## config.mk

```make
export PLATFORM = sky130hd
export DESIGN_NAME = id_hazard_ctrl_flat
export DESIGN_NICKNAME = d
export VERILOG_FILES = /design/src/rtl/id_hazard_ctrl_pkg.sv /design/src/rtl/id_hazard_ctrl_if.sv /design/src/rtl/id_hazard_ctrl_scoreboard.sv /design/src/rtl/id_hazard_ctrl.sv /design/src/flat_wrapper.sv
export SDC_FILE = /design/constraint.sdc
export NUM_CORES = 1
export LEC_CHECK = 0
export ABC_AREA = 0
export CORE_MARGIN = 10
export CORE_UTILIZATION = 52
export DETAILED_ROUTE_END_ITERATION = 12
export GPL_ROUTABILITY_DRIVEN = 0
export PLACE_DENSITY = 0.87
export SLEW_MARGIN = 10
export SYNTH_ARGS = -nofsm -noshare
export SYNTH_HDL_FRONTEND = slang
export SYNTH_HIERARCHICAL = 1
export SYNTH_SLANG_ARGS = --single-unit
```

## constraint.sdc

```tcl
create_clock -name clk -period 3.6 [get_ports clk]
set_input_delay 0.36 -clock clk [delete_from_list [all_inputs] [get_ports clk]]
set_output_delay 0.36 -clock clk [all_outputs]
set_load 0.005 [all_outputs]
```

## src/rtl/id_hazard_ctrl_pkg.sv

```systemverilog
`default_nettype none
// ============================================================================
//  Module   : id_hazard_ctrl_pkg
//  Purpose  : Shared LC-3b decode-stage types for the ID hazard controller:
//             register-address type, hazard FSM state enum and the R7
//             constant used as the forced TRAP/JSR link destination.
//  Revision : 1.0 - initial release
// ============================================================================
package id_hazard_ctrl_pkg;

    typedef logic [2:0] lc3b_reg;

    typedef enum logic [0:0] {
        HZ_RUN   = 1'b0,
        HZ_STALL = 1'b1
    } lc3b_hz_state;

    localparam lc3b_reg R7 = 3'b111;

endpackage
`default_nettype wire

```

## src/rtl/id_hazard_ctrl_if.sv

```systemverilog
`default_nettype none
// ============================================================================
//  Module   : id_hazard_ctrl_if
//  Purpose  : Bundle of decode-stage, write-back and control signals seen by
//             the ID hazard controller.
//  Ports    : master - drives the ID/WB/control inputs, observes strobes,
//                      scoreboard flags and performance counters
//             slave  - the hazard controller side
//  Revision : 1.0 - initial release
// ============================================================================
interface id_hazard_ctrl_if #(
    parameter int PERF_W = 16
);
    import id_hazard_ctrl_pkg::*;

    logic              id_valid;
    lc3b_reg           src1;
    logic              src1_used;
    lc3b_reg           src2;
    logic              src2_used;
    lc3b_reg           dest;
    logic              dest_used;
    logic              trapsel;
    logic              flush;
    logic              pipe_freeze;
    logic              wb_load;
    lc3b_reg           wb_dest;
    logic              id_issue;
    logic              id_stall;
    logic              id_bubble;
    logic [7:0]        busy;
    logic              sb_err;
    logic [PERF_W-1:0] stall_cycles;
    logic [PERF_W-1:0] stall_events;

    modport master (
        output id_valid, src1, src1_used, src2, src2_used, dest, dest_used,
               trapsel, flush, pipe_freeze, wb_load, wb_dest,
        input  id_issue, id_stall, id_bubble, busy, sb_err,
               stall_cycles, stall_events
    );

    modport slave (
        input  id_valid, src1, src1_used, src2, src2_used, dest, dest_used,
               trapsel, flush, pipe_freeze, wb_load, wb_dest,
        output id_issue, id_stall, id_bubble, busy, sb_err,
               stall_cycles, stall_events
    );

endinterface
`default_nettype wire

```

## src/rtl/id_hazard_ctrl_scoreboard.sv

```systemverilog
`default_nettype none
// ============================================================================
//  Module   : hz_scoreboard
//  Purpose  : Eight per-register in-flight write counters. An issuing writer
//             increments its destination, a WB write decrements its target.
//  Ports    : clk, reset       - clock, synchronous active-high reset
//             inc_en/inc_idx   - count one more pending write
//             dec_en/dec_idx   - retire one pending write
//             busy[i]          - cnt[i] != 0
//             full[i]          - cnt[i] == all-ones
//             err              - sticky underflow/overflow flag
//  Revision : 1.0 - initial release
// ============================================================================
module hz_scoreboard
    import id_hazard_ctrl_pkg::*;
#(
    parameter int CNT_W = 2
) (
    input  logic       clk,
    input  logic       reset,
    input  logic       inc_en,
    input  lc3b_reg    inc_idx,
    input  logic       dec_en,
    input  lc3b_reg    dec_idx,
    output logic [7:0] busy,
    output logic [7:0] full,
    output logic       err
);

    localparam logic [CNT_W-1:0] c_MAX = '1;

    logic [7:0] w_err;
    logic       r_err;

    for (genvar i = 0; i < 8; i++) begin : g_reg
        logic [CNT_W-1:0] r_cnt;
        logic             w_inc;
        logic             w_dec;

        assign w_inc = inc_en && (inc_idx == lc3b_reg'(i));
        assign w_dec = dec_en && (dec_idx == lc3b_reg'(i));

        // A simultaneous inc and dec cancel, so they never count as an error
        // even at the counter limits.
        assign w_err[i] = (w_inc && !w_dec && (r_cnt == c_MAX))
                        | (w_dec && !w_inc && (r_cnt == '0));

        always_ff @(posedge clk) begin
            if (reset) begin
                r_cnt <= '0;
            end else if (w_inc && !w_dec && (r_cnt != c_MAX)) begin
                r_cnt <= r_cnt + 1'b1;
            end else if (w_dec && !w_inc && (r_cnt != '0)) begin
                r_cnt <= r_cnt - 1'b1;
            end
        end

        assign busy[i] = (r_cnt != '0);
        assign full[i] = (r_cnt == c_MAX);
    end

    always_ff @(posedge clk) begin
        if (reset) begin
            r_err <= 1'b0;
        end else if (|w_err) begin
            r_err <= 1'b1;
        end
    end

    assign err = r_err;

endmodule
`default_nettype wire

```

## src/rtl/id_hazard_ctrl.sv

```systemverilog
`default_nettype none
// ============================================================================
//  Module   : id_hazard_ctrl
//  Purpose  : LC-3b ID-stage hazard controller. Stalls ID while a source
//             operand has an outstanding write (or the destination counter
//             is full), drives the ID hold / ID-EX bubble / issue strobes and
//             keeps saturating stall performance counters.
//  Ports    : clk   - pipeline clock
//             reset - synchronous active-high reset
//             hz    - id_hazard_ctrl_if slave (ID fields, WB write, flush,
//                     freeze in; strobes, busy, sb_err, counters out)
//  Revision : 1.0 - initial release
// ============================================================================
module id_hazard_ctrl
    import id_hazard_ctrl_pkg::*;
#(
    parameter int CNT_W  = 2,
    parameter int PERF_W = 16
) (
    input  logic              clk,
    input  logic              reset,
    id_hazard_ctrl_if.slave   hz
);

    localparam logic [0:0] c_ST_RUN   = 1'b0;
    localparam logic [0:0] c_ST_STALL = 1'b1;

    lc3b_reg           w_eff_dest;
    logic [7:0]        w_busy;
    logic [7:0]        w_full;
    logic              w_sb_err;
    logic              w_hazard;
    logic              w_issue;
    logic              w_stall;
    logic              w_bubble;
    logic [0:0]        r_state;
    logic [0:0]        w_state_nxt;
    logic              w_stall_event;
    logic [PERF_W-1:0] r_stall_cycles;
    logic [PERF_W-1:0] r_stall_events;

    assign w_eff_dest = hz.trapsel ? R7 : hz.dest;

    // The full-counter term is a structural stall: one more in-flight write
    // to that register could not be tracked.
    assign w_hazard = hz.id_valid &&
                      ((hz.src1_used && w_busy[hz.src1]) ||
                       (hz.src2_used && w_busy[hz.src2]) ||
                       (hz.dest_used && w_full[w_eff_dest]));

    // Freeze already holds every stage, so none of the strobes may act.
    always_comb begin
        w_issue  = 1'b0;
        w_stall  = 1'b0;
        w_bubble = 1'b0;
        if (hz.pipe_freeze) begin
            w_issue = 1'b0;
        end else if (hz.flush) begin
            w_bubble = 1'b1;
        end else if (w_hazard) begin
            w_stall  = 1'b1;
            w_bubble = 1'b1;
        end else begin
            w_issue = hz.id_valid;
        end
    end

    hz_scoreboard #(
        .CNT_W (CNT_W)
    ) u_scoreboard (
        .clk     (clk),
        .reset   (reset),
        .inc_en  (w_issue && hz.dest_used),
        .inc_idx (w_eff_dest),
        .dec_en  (hz.wb_load),
        .dec_idx (hz.wb_dest),
        .busy    (w_busy),
        .full    (w_full),
        .err     (w_sb_err)
    );

    always_comb begin
        w_state_nxt = r_state;
        if (!hz.pipe_freeze) begin
            if (hz.flush) begin
                w_state_nxt = c_ST_RUN;
            end else if (w_hazard) begin
                w_state_nxt = c_ST_STALL;
            end else begin
                w_state_nxt = c_ST_RUN;
            end
        end
    end

    assign w_stall_event = (r_state == c_ST_RUN) && w_stall;

    always_ff @(posedge clk) begin
        if (reset) begin
            r_state        <= c_ST_RUN;
            r_stall_cycles <= '0;
            r_stall_events <= '0;
        end else begin
            r_state <= w_state_nxt;
            if (w_stall && (r_stall_cycles != '1)) begin
                r_stall_cycles <= r_stall_cycles + 1'b1;
            end
            if (w_stall_event && (r_stall_events != '1)) begin
                r_stall_events <= r_stall_events + 1'b1;
            end
        end
    end

    assign hz.id_issue     = w_issue;
    assign hz.id_stall     = w_stall;
    assign hz.id_bubble    = w_bubble;
    assign hz.busy         = w_busy;
    assign hz.sb_err       = w_sb_err;
    assign hz.stall_cycles = r_stall_cycles;
    assign hz.stall_events = r_stall_events;

endmodule
`default_nettype wire

```

## src/flat_wrapper.sv

```systemverilog
// flat-port wrapper written by rule: the top's interface ports become plain ports
module id_hazard_ctrl_flat import id_hazard_ctrl_pkg::*;
#(
    parameter int CNT_W  = 2,
    parameter int PERF_W = 16
)
  (clk, reset, hz_id_valid, hz_src1, hz_src1_used, hz_src2, hz_src2_used, hz_dest, hz_dest_used, hz_trapsel, hz_flush, hz_pipe_freeze, hz_wb_load, hz_wb_dest, hz_id_issue, hz_id_stall, hz_id_bubble, hz_busy, hz_sb_err, hz_stall_cycles, hz_stall_events);
  id_hazard_ctrl_if #(.PERF_W(PERF_W)) hz_i ();
  input  logic clk;
  input  logic reset;
  input wire logic [$bits(hz_i.id_valid)-1:0] hz_id_valid;
  input wire logic [$bits(hz_i.src1)-1:0] hz_src1;
  input wire logic [$bits(hz_i.src1_used)-1:0] hz_src1_used;
  input wire logic [$bits(hz_i.src2)-1:0] hz_src2;
  input wire logic [$bits(hz_i.src2_used)-1:0] hz_src2_used;
  input wire logic [$bits(hz_i.dest)-1:0] hz_dest;
  input wire logic [$bits(hz_i.dest_used)-1:0] hz_dest_used;
  input wire logic [$bits(hz_i.trapsel)-1:0] hz_trapsel;
  input wire logic [$bits(hz_i.flush)-1:0] hz_flush;
  input wire logic [$bits(hz_i.pipe_freeze)-1:0] hz_pipe_freeze;
  input wire logic [$bits(hz_i.wb_load)-1:0] hz_wb_load;
  input wire logic [$bits(hz_i.wb_dest)-1:0] hz_wb_dest;
  output wire logic [$bits(hz_i.id_issue)-1:0] hz_id_issue;
  output wire logic [$bits(hz_i.id_stall)-1:0] hz_id_stall;
  output wire logic [$bits(hz_i.id_bubble)-1:0] hz_id_bubble;
  output wire logic [$bits(hz_i.busy)-1:0] hz_busy;
  output wire logic [$bits(hz_i.sb_err)-1:0] hz_sb_err;
  output wire logic [$bits(hz_i.stall_cycles)-1:0] hz_stall_cycles;
  output wire logic [$bits(hz_i.stall_events)-1:0] hz_stall_events;
  assign hz_i.id_valid = hz_id_valid;
  assign hz_i.src1 = hz_src1;
  assign hz_i.src1_used = hz_src1_used;
  assign hz_i.src2 = hz_src2;
  assign hz_i.src2_used = hz_src2_used;
  assign hz_i.dest = hz_dest;
  assign hz_i.dest_used = hz_dest_used;
  assign hz_i.trapsel = hz_trapsel;
  assign hz_i.flush = hz_flush;
  assign hz_i.pipe_freeze = hz_pipe_freeze;
  assign hz_i.wb_load = hz_wb_load;
  assign hz_i.wb_dest = hz_wb_dest;
  assign hz_id_issue = hz_i.id_issue;
  assign hz_id_stall = hz_i.id_stall;
  assign hz_id_bubble = hz_i.id_bubble;
  assign hz_busy = hz_i.busy;
  assign hz_sb_err = hz_i.sb_err;
  assign hz_stall_cycles = hz_i.stall_cycles;
  assign hz_stall_events = hz_i.stall_events;
  id_hazard_ctrl #(.CNT_W(CNT_W), .PERF_W(PERF_W)) u_core (.clk(clk), .reset(reset), .hz(hz_i));
endmodule
```

== Word-level counts from Yosys, hierarchy flattened ==
Index checks and enable logic that the tools add are counted.
Word-level totals
  latch bits: 0
  output and inout port bits: 44
  logic and storage cells: 222
  memory bits (writable): 0
  memories kept: 0
  memory bits (read-only): 0
  register bits: 50
Operators by class
  add/sub/neg operators: 18
  equal/unequal tests: 32
  div/mod/pow operators: 0
  bitwise gates (word level): 9
  order comparisons: 3
  $mul: 0
  reductions and logical operators: 117
  shift-type cells: 0
  multiplexer cells: 31
Operators by type and width (count)
  1-bit logical AND: 72
  16-bit by 1-bit adder with 16-bit output, second input constant: 2
  2-bit two-way mux: 16
  16-bit != test, second input constant: 2
  2-bit nonzero test: 16
  3-bit equality test, second input constant: 8
  2-bit by 1-bit adder with 2-bit output, second input constant: 8
  2-bit equality test, second input constant: 8
  1-bit zero test: 16
  2-bit zero test: 8
  2-bit != test, second input constant: 8
  2-bit by 1-bit subtractor with 2-bit output, second input constant: 8
  3-bit by 2-bit equality test with 1-bit output, second input constant: 4
  3-bit by 4-bit < comparator with 1-bit output, second input constant: 3
  1-bit two-way mux: 11
  1-bit binary-select mux with 3-bit select: 3
  1-bit OR: 8
  8-bit OR reduction: 1
  3-bit by 1-bit equality test with 1-bit output, second input constant: 2
  3-bit zero test: 2
  3-bit two-way mux: 1
  1-bit logical OR: 2
  1-bit NOT: 1

== Longest topological paths before layout ==
Gate-level depths: netlist of the first run.
  depth after elaboration: 17
  depth in mapped cells: 12
  depth with buffers taken out: 12

== Modules after synthesis ==
Netlist of the first run, hierarchy kept.
By module, submodules not included
  id_hazard_ctrl: instances 1, cells each 258, area each 2070.7 um^2
  hz_scoreboard: instances 1, cells each 153, area each 1171.1 um^2

== Least setup slack after synthesis of the first run ==
No wires, ideal clock.
  kind: register -> register
  start point: register u_core.u_scoreboard.g_reg[7].r_cnt[0]
  end point: register u_core.u_scoreboard.r_err, in the netlist u_core/u_scoreboard/err
  setup slack: 0.578 ns
  required time: 3.471 ns
  arrival: 2.893 ns
  buffers on the path: 0
  cell stages (with the launch flop): 11
  cell sequence: dfxtp_1 -> or2_2 -> mux2_2 -> mux4_2 -> a221oi_1 -> and3_1 -> nor4b_2 -> or4_4 -> o22ai_1 -> nor4_1 -> a31oi_1
On the way
  cells in the longest elaborated chain, start to end: 17
  elaborated cells on any way between the ends: 76
  those cells by class: 1 x eq/ne; 9 x mux; 8 x bitwise; 58 x reduce/logical
RTL lines
  start: declaration: line id_hazard_ctrl_scoreboard.sv:36  | logic [CNT_W-1:0] r_cnt;
  start signal: assignment: line id_hazard_ctrl_scoreboard.sv:52  | r_cnt <= r_cnt + 1'b1;
  start signal: assignment: line id_hazard_ctrl_scoreboard.sv:54  | r_cnt <= r_cnt - 1'b1;
  2-bit nonzero test (*): line id_hazard_ctrl_scoreboard.sv:58  | assign busy[i] = (r_cnt != '0);
  net hz_busy[7]: line flat_wrapper.sv:26  | output wire logic [$bits(hz_i.busy)-1:0] hz_busy;
  1-bit binary-select mux with 3-bit select, on equally long branches: line id_hazard_ctrl.sv:47, id_hazard_ctrl.sv:48
  1-bit two-way mux, on equally long branches: line id_hazard_ctrl.sv:47, id_hazard_ctrl.sv:48
  1-bit logical AND, on equally long branches: line id_hazard_ctrl.sv:47, id_hazard_ctrl.sv:48
  1-bit logical OR (*): line id_hazard_ctrl.sv:47  | ((hz.src1_used && w_busy[hz.src1]) ||
  1-bit logical OR (*): line id_hazard_ctrl.sv:48  | (hz.src2_used && w_busy[hz.src2]) ||
  1-bit logical AND (*): line id_hazard_ctrl.sv:46  | assign w_hazard = hz.id_valid &&
  1-bit two-way mux (*): line id_hazard_ctrl.sv:60  | end else if (w_hazard) begin
  1-bit two-way mux (*): line id_hazard_ctrl.sv:58  | end else if (hz.flush) begin
  1-bit two-way mux (*): line id_hazard_ctrl.sv:56  | if (hz.pipe_freeze) begin
  1-bit logical AND (*): line id_hazard_ctrl.sv:73  | .inc_en (w_issue && hz.dest_used),
  1-bit logical AND: line id_hazard_ctrl_scoreboard.sv:40  | assign w_inc = inc_en && (inc_idx == lc3b_reg'(i));
  1-bit zero test: line id_hazard_ctrl_scoreboard.sv:46  | | (w_dec && !w_inc && (r_cnt == '0));
  1-bit logical AND (2 in series): line id_hazard_ctrl_scoreboard.sv:46
  1-bit OR: line id_hazard_ctrl_scoreboard.sv:46
  8-bit OR reduction (*): line id_hazard_ctrl_scoreboard.sv:65  | end else if (|w_err) begin
  end signal: assignment: line id_hazard_ctrl_scoreboard.sv:64  | r_err <= 1'b0;
  end signal: assignment: line id_hazard_ctrl_scoreboard.sv:66  | r_err <= 1'b1;
  end: declaration: line id_hazard_ctrl_scoreboard.sv:33  | logic r_err;
Mark *: on every way through the listed nets, which the timed path passes. The rest lies on a longest branch. The select of a mux whose other input is x is not followed.
A chain may end at the register's enable or synchronous reset.

== Worst setup path after layout of the first run ==
  start point: register u_core.u_scoreboard.g_reg[7].r_cnt[0]
  end point: register u_core.u_scoreboard.r_err, in the netlist u_core/u_scoreboard/err
On the way
  cells in the longest elaborated chain, start to end: 17
  elaborated cells on any way between the ends: 76
  those cells by class: 1 x eq/ne; 9 x mux; 8 x bitwise; 58 x reduce/logical
RTL lines (line)
  2-bit nonzero test: id_hazard_ctrl_scoreboard.sv:58
  1-bit binary-select mux with 3-bit select, on equally long branches: id_hazard_ctrl.sv:47, id_hazard_ctrl.sv:48
  1-bit two-way mux, on equally long branches: id_hazard_ctrl.sv:47, id_hazard_ctrl.sv:48
  1-bit logical AND, on equally long branches: id_hazard_ctrl.sv:47, id_hazard_ctrl.sv:48
  1-bit logical OR: id_hazard_ctrl.sv:47
  1-bit logical OR: id_hazard_ctrl.sv:48
  1-bit logical AND: id_hazard_ctrl.sv:46
  1-bit two-way mux: id_hazard_ctrl.sv:60
  1-bit two-way mux: id_hazard_ctrl.sv:58
  1-bit two-way mux: id_hazard_ctrl.sv:56
  1-bit logical AND: id_hazard_ctrl.sv:73
  1-bit logical AND: id_hazard_ctrl_scoreboard.sv:40
  1-bit zero test: id_hazard_ctrl_scoreboard.sv:46
  1-bit logical AND (2 in series): id_hazard_ctrl_scoreboard.sv:46
  1-bit OR: id_hazard_ctrl_scoreboard.sv:46
  8-bit OR reduction (*): id_hazard_ctrl_scoreboard.sv:65
Mark *: on every way between the ends. The rest lies on a longest branch, timed or not. The select of a mux whose other input is x is not followed.

==> flow_metrics.tcl, run 1 <==
set metrics [dict create \
    clk_latency_ps 310 \
    worst_path_dominant_cell_family "simple AND/OR/NAND/NOR gates" \
    regToRegEndpoint "u_core/u_scoreboard/err" \
    postCtsHoldBufs 0 \
    htreeDepth 2 \
    final.setup.tns_ps 0 \
    fin_cells 542 \
    peakVddDrop_mv 0.168 \
    slowest_delay_ps 480 \
    firstDrtPassIters 5 \
    io_pins 66 \
    die_y_um 99.0 \
    portBuffers 65 \
    cts_sinks 50 \
    ys_ff_latch 50 \
    hold_depth 2 \
    area_growth_pct 22.9 \
    dr.first_iter.drc_count 142 \
    finalSetupViolCount 0 \
    antenna_cells 0 \
    wl_per_cell_um 16.2 \
    dp_hpwl_um 6610 \
    end_kind "register" \
    grt_antenna_before_repair 0 \
    yosysWarnings 6 \
    cts_setup_buffers 0 \
    dieArea_um2 9790 \
    grt_pass1_vias 3194 \
    fin_crit_sh 0.935 \
    core_area_um2 5990 \
    ys_types 64 \
    power.density_nw_per_um2 244 \
    criticalPathCategory "register to register" \
    power.leakage_nw 1.37 \
    drive_gt1_frac 0.105 \
    netlist.area_leader.share 0.309 \
    clock_skew_ps 11.1 \
    postSynthCellCount 411 \
    grt_setup_unrepaired "no" \
    worstSetupStartpoint "u_core/u_scoreboard/g_reg[7].r_cnt[0]" \
    async_reset_ff_frac 0 \
    drv_cap 0 \
    utilization 0.665 \
    ant_nets 0 \
    cts-buffers-inserted 5 \
    die_w_um 99.0 \
    rows 28 \
    clk_pin_slew_ps 80 \
    wl_um 8790 \
    ys_seq_area_frac 0.309 \
    synth_area_leader_cell "dfxtp_1" \
    root_buffer "clkbuf_8" \
    drc 0 \
    arrival_ps 3500 \
    tightest_slew_ps 1020 \
    drv_slew 0 \
    critical_path_peak_fanout 5 \
    grtUsageTotal 0.174 \
    synth_edf_count 0 \
    nets 491 \
    overflow 0 \
    cts_buffer_depth 2 \
    syn_nets 435 \
    hold_class "register to register" \
    rr_startpoint "u_core/u_scoreboard/g_reg[7].r_cnt[0]" \
    cp.required_ps 3740 \
    grt_pass1_wl_um 14700 \
    cts_resized 0 \
    dp_cells 535 \
    start_kind "register" \
    syn_area_um2 3240 \
    min-delay-start "u_core/r_state" \
    synth_flop_cell "dfxtp_1" \
    fin_crit_ps 3370 \
    cts_tree "built" \
    grt_start_max_net_pins 61 \
    synth_area_leaders "dfxtp_1 (31%), a21oi_1 (5.6%), nand2_1 (4.5%)" \
    crit_chain "or2_2, mux2_2, mux4_2, a221oi_1, and3_1, nor4b_2, or4_4, o22ai_1, nor4_1, a31oi_1" \
    max-slew-margin-rel 0.319 \
    avgViaCountPerCell 6.14 \
    status "finished clean" \
    fmax_mhz 297 \
    hold_violations 0 \
    synth.avg_cell_area_um2 7.89 \
    min_to "u_core/r_state" \
    start_util 0.541 \
    num_vias 3327 \
    reg2reg_slack_ps 230 \
    crit_path_top_delay_cell "mux4_2" \
    reg2reg_depth 10 \
    crit_buf_inv 0 \
]
-- layout by cell type (no fill, tap or decap), types with 4 or more instances in the layout --
cell,Yosys,layout
nand2_1,39,39
mux2i_1,6,6
nand2b_1,12,12
or4_1,5,5
nor4_1,8,8
a21oi_1,36,36
o21ai_0,23,23
nand3_1,11,11
o21ai_1,7,7
or2_2,11,11
clkbuf_8,0,5
mux2_4,4,4
a211oi_1,6,6
inv_1,12,12
nand4_1,12,12
o31ai_1,4,4
or3_1,14,14
nor3_1,6,6
dfxtp_1,50,50
nor2b_1,12,12
mux2_2,8,8
and2_1,14,14
clkdlybuf4s50_1,0,64
and3_1,11,11
nor2_1,23,23
-- worst min-delay path, delay by kind of cell (launching register included) --
| family | cells | cell delay (ps) |
|---|---|---|
| AOI/OAI and AO/OA | 1 | 60 |
| DFF | 1 | 340 |
| and+or+nand+nor | 1 | 60 |
-- cells in the mapped netlist, types with 4 or more instances --
library cell,number
dfxtp_1,50
nand2_1,39
a21oi_1,36
nor2_1,23
o21ai_0,23
and2_1,14
or3_1,14
inv_1,12
nand2b_1,12
nand4_1,12
nor2b_1,12
and3_1,11
nand3_1,11
or2_2,11
clkbuf_1,9
mux2_2,8
nor4_1,8
o21ai_1,7
a211oi_1,6
mux2i_1,6
nor3_1,6
buf_2,5
or4_1,5
mux2_4,4
o31ai_1,4
-- state kept, by name, summed over array words and instances, names as in the netlist --
name                         count
u_core/u_scoreboard/g.r_cnt     16
u_core/u_scoreboard/err          1
u_core/r_state                   1
u_core/hz.stall_events          16
u_core/hz.stall_cycles          16
-- layout make-up --
class	instances	area [µm²]
clock inverter	2	13.8
multi-input combinational	329	2090
fill	511	2010
inverter	13	48.8
timing repair buffer	68	668
sequential	50	1000
tap	75	93.8
clock buffer	5	68.8
-- power breakdown --
group,switching (mW),internal [mW]
registers,0.00184,0.555
logic,0.0461,0.0450
clock network,0.189,0.135
-- cell families (layout without fill, tap and decap cells) --
logic type / count (synthesis) / after routing / share of synthesized area
compound gates: 103 / 103 / 0.193
fa+ha+maj: 2 / 2 / 0.00772
buf+inv: 32 / 88 / 0.0463
flops: 50 / 50 / 0.309
mux: 19 / 19 / 0.0718
simple gates: 205 / 205 / 0.373
-- worst max path at each step --
stage | end | slack (ps) | cells past startpoint
global route | u_core/u_scoreboard/err | 170 | 10
finish | u_core/u_scoreboard/err | 230 | 10
CTS | u_core/u_scoreboard/err | 290 | 10
detailed placement | u_core/u_scoreboard/err | 90 | 10
floorplan | u_core/u_scoreboard/err | 580 | 10
global placement | u_core/u_scoreboard/err | 210 | 10
-- per-stage QoR --
stage	power (mW)	cell area [µm²]	setup WS (ps)	hold WS (ps)
2_1_floorplan	0.615	3240	578	462
4_1_cts	0.979	3990	287	501
6_report	0.971	3990	233	500
3_3_place_gp	0.656	3900	207	471
3_5_place_dp	0.659	3900	90.3	484
5_1_grt	1.00	3990	165	534
-- routing by layer --
| metal | track usage | up-vias | wire length, µm |
|---|---|---|---|
| li1 | - | 1627 | - |
| met1 | 0.200 | 1559 | 3510 |
| met2 | 0.294 | 129 | 4320 |
| met3 | 0.0559 | 12 | 797 |
| met4 | 0.0628 | 0 | 169 |
| met5 | 0 | - | 0 |
(Power assumes the default switching activity.)
==> run 2, diff against run 1 <==
ABC_CLOCK_PERIOD_IN_PS = 3600   (was unset)
GPL_ROUTABILITY_DRIVEN = unset   (was 0)
==> flow_metrics.tcl, run 2 (synthesized netlist as in run 1, its figures left out) <==
set metrics [dict create \
    status "finished clean" \
    fin_crit_sh 0.915 \
    grt_setup_unrepaired "no" \
    grt_start_max_net_pins 61 \
    crit_chain "or2_2, mux2_2, mux4_2, a221oi_1, buf_4, and2_1, clkdlybuf4s50_1" \
    clock_skew_ps 12.2 \
    final_cell_mix "clkdlybuf4s50_1 (64), dfxtp_1 (50), nand2_1 (39)" \
    power_mw 0.976 \
    peakVddDrop_mv 0.238 \
    drv_cap 0 \
    ant_nets 0 \
    clk_pin_slew_ps 100 \
    fmax_mhz 304 \
    n_fill_cell 534 \
    crit_path_top_delay_cell "clkdlybuf4s50_1" \
    drv_slew 0 \
    grt_antenna_before_repair 0 \
    firstDrtPassIters 6 \
    criticalPathCategory "register to output port" \
    overflow 0 \
    cts_tree "built" \
    avgViaCountPerCell 6.07 \
    max-slew-margin-rel 0.309 \
    num_vias 3292 \
    power.leakage_nw 1.37 \
    area_growth_pct 22.9 \
    io_pins 66 \
    slowest_delay_ps 500 \
    fin_crit_ps 3290 \
    portBuffers 65 \
    root_buffer "clkbuf_8" \
    tightest_slew_ps 1040 \
    nets 491 \
    wl_um 8880 \
    final.setup.tns_ps 0 \
    wl_per_cell_um 16.4 \
    start_util 0.541 \
    postCtsHoldBufs 0 \
    arrival_ps 2930 \
    dr.first_iter.drc_count 163 \
    critical_path_peak_fanout 5 \
    final_common_cell "clkdlybuf4s50_1" \
    drc 0 \
    grt_pass1_wl_um 14400 \
    end_kind "output port" \
    dp_hpwl_um 6510 \
    grtUsageTotal 0.170 \
    antenna_cells 0 \
    cts_sinks 50 \
    htreeDepth 2 \
    start_kind "register" \
    cts-buffers-inserted 5 \
    gp_congestion 0.966 \
    drive_gt1_frac 0.105 \
    hold_class "register to register" \
    cts_setup_buffers 0 \
    die_w_um 99.0 \
    cp.required_ps 3240 \
    core_area_um2 5990 \
    cts_resized 0 \
    hold_violations 0 \
    cts_buffer_depth 2 \
    rows 28 \
    finalSetupViolCount 0 \
    die_y_um 99.0 \
    reg2reg_slack_ps 310 \
    grt_pass1_vias 3000 \
    dieArea_um2 9790 \
    clk_latency_ps 310 \
    power.density_nw_per_um2 245 \
]
-- run 2: cell counts in the layout (fill, tap and decap cells not counted) --
No cell type changed its count.
-- run 2: final cells by class --
class	count	area, µm²	share of cell area
multi-input combinational	329	2090	0.525
sequential	50	1000	0.251
timing repair buffer	68	668	0.168
tap	75	93.8	0.0235
clock buffer	5	68.8	0.0173
inverter	13	48.8	0.0122
clock inverter	2	13.8	0.00345
-- run 2: layer usage --
metal / GRT usage / share of wire
met5: 0 / 0
met4: 0.0540 / 0.013
met3: 0.0608 / 0.098
met2: 0.279 / 0.48
met1: 0.202 / 0.41
-- run 2: worst max-delay path, delay by kind of cell, from the launching register on --
kind,cells,cell delay (ps)
AOI/OAI and AO/OA,1,370
DFF,1,350
buffers and inverters,2,680
muxes,2,750
and+or+nand+nor,2,480
-- run 2: power by group --
group | total [mW] | switching, mW | internal (mW)
Combinational | 0.0911 | 0.0461 | 0.0450
Sequential | 0.557 | 0.00191 | 0.555
Clock | 0.329 | 0.194 | 0.135
Total | 0.976 | 0.242 | 0.734
-- run 2: through the flow --
step                hold WS, ps  cells  setup slack [ps]  utilization  cell area [µm²]
floorplan                   462    411               578            -             3240
global route                528    542               159        0.665             3990
global placement            474    535               188        0.651             3900
detailed placement          495    535              45.6        0.651             3900
finish                      505    542               306        0.665             3990
CTS                         511    542               284        0.665             3990
-- run 2: final timing paths --
path | from | endpoint | cells after the start
min reg2reg | u_core/hz.stall_cycles[10] | u_core/hz.stall_cycles[10] | 2
max | u_core/u_scoreboard/g_reg[7].r_cnt[0] | hz_id_issue | 7
min | u_core/hz.stall_cycles[10] | u_core/hz.stall_cycles[10] | 2
max reg2reg | u_core/u_scoreboard/g_reg[7].r_cnt[0] | u_core/u_scoreboard/err | 10
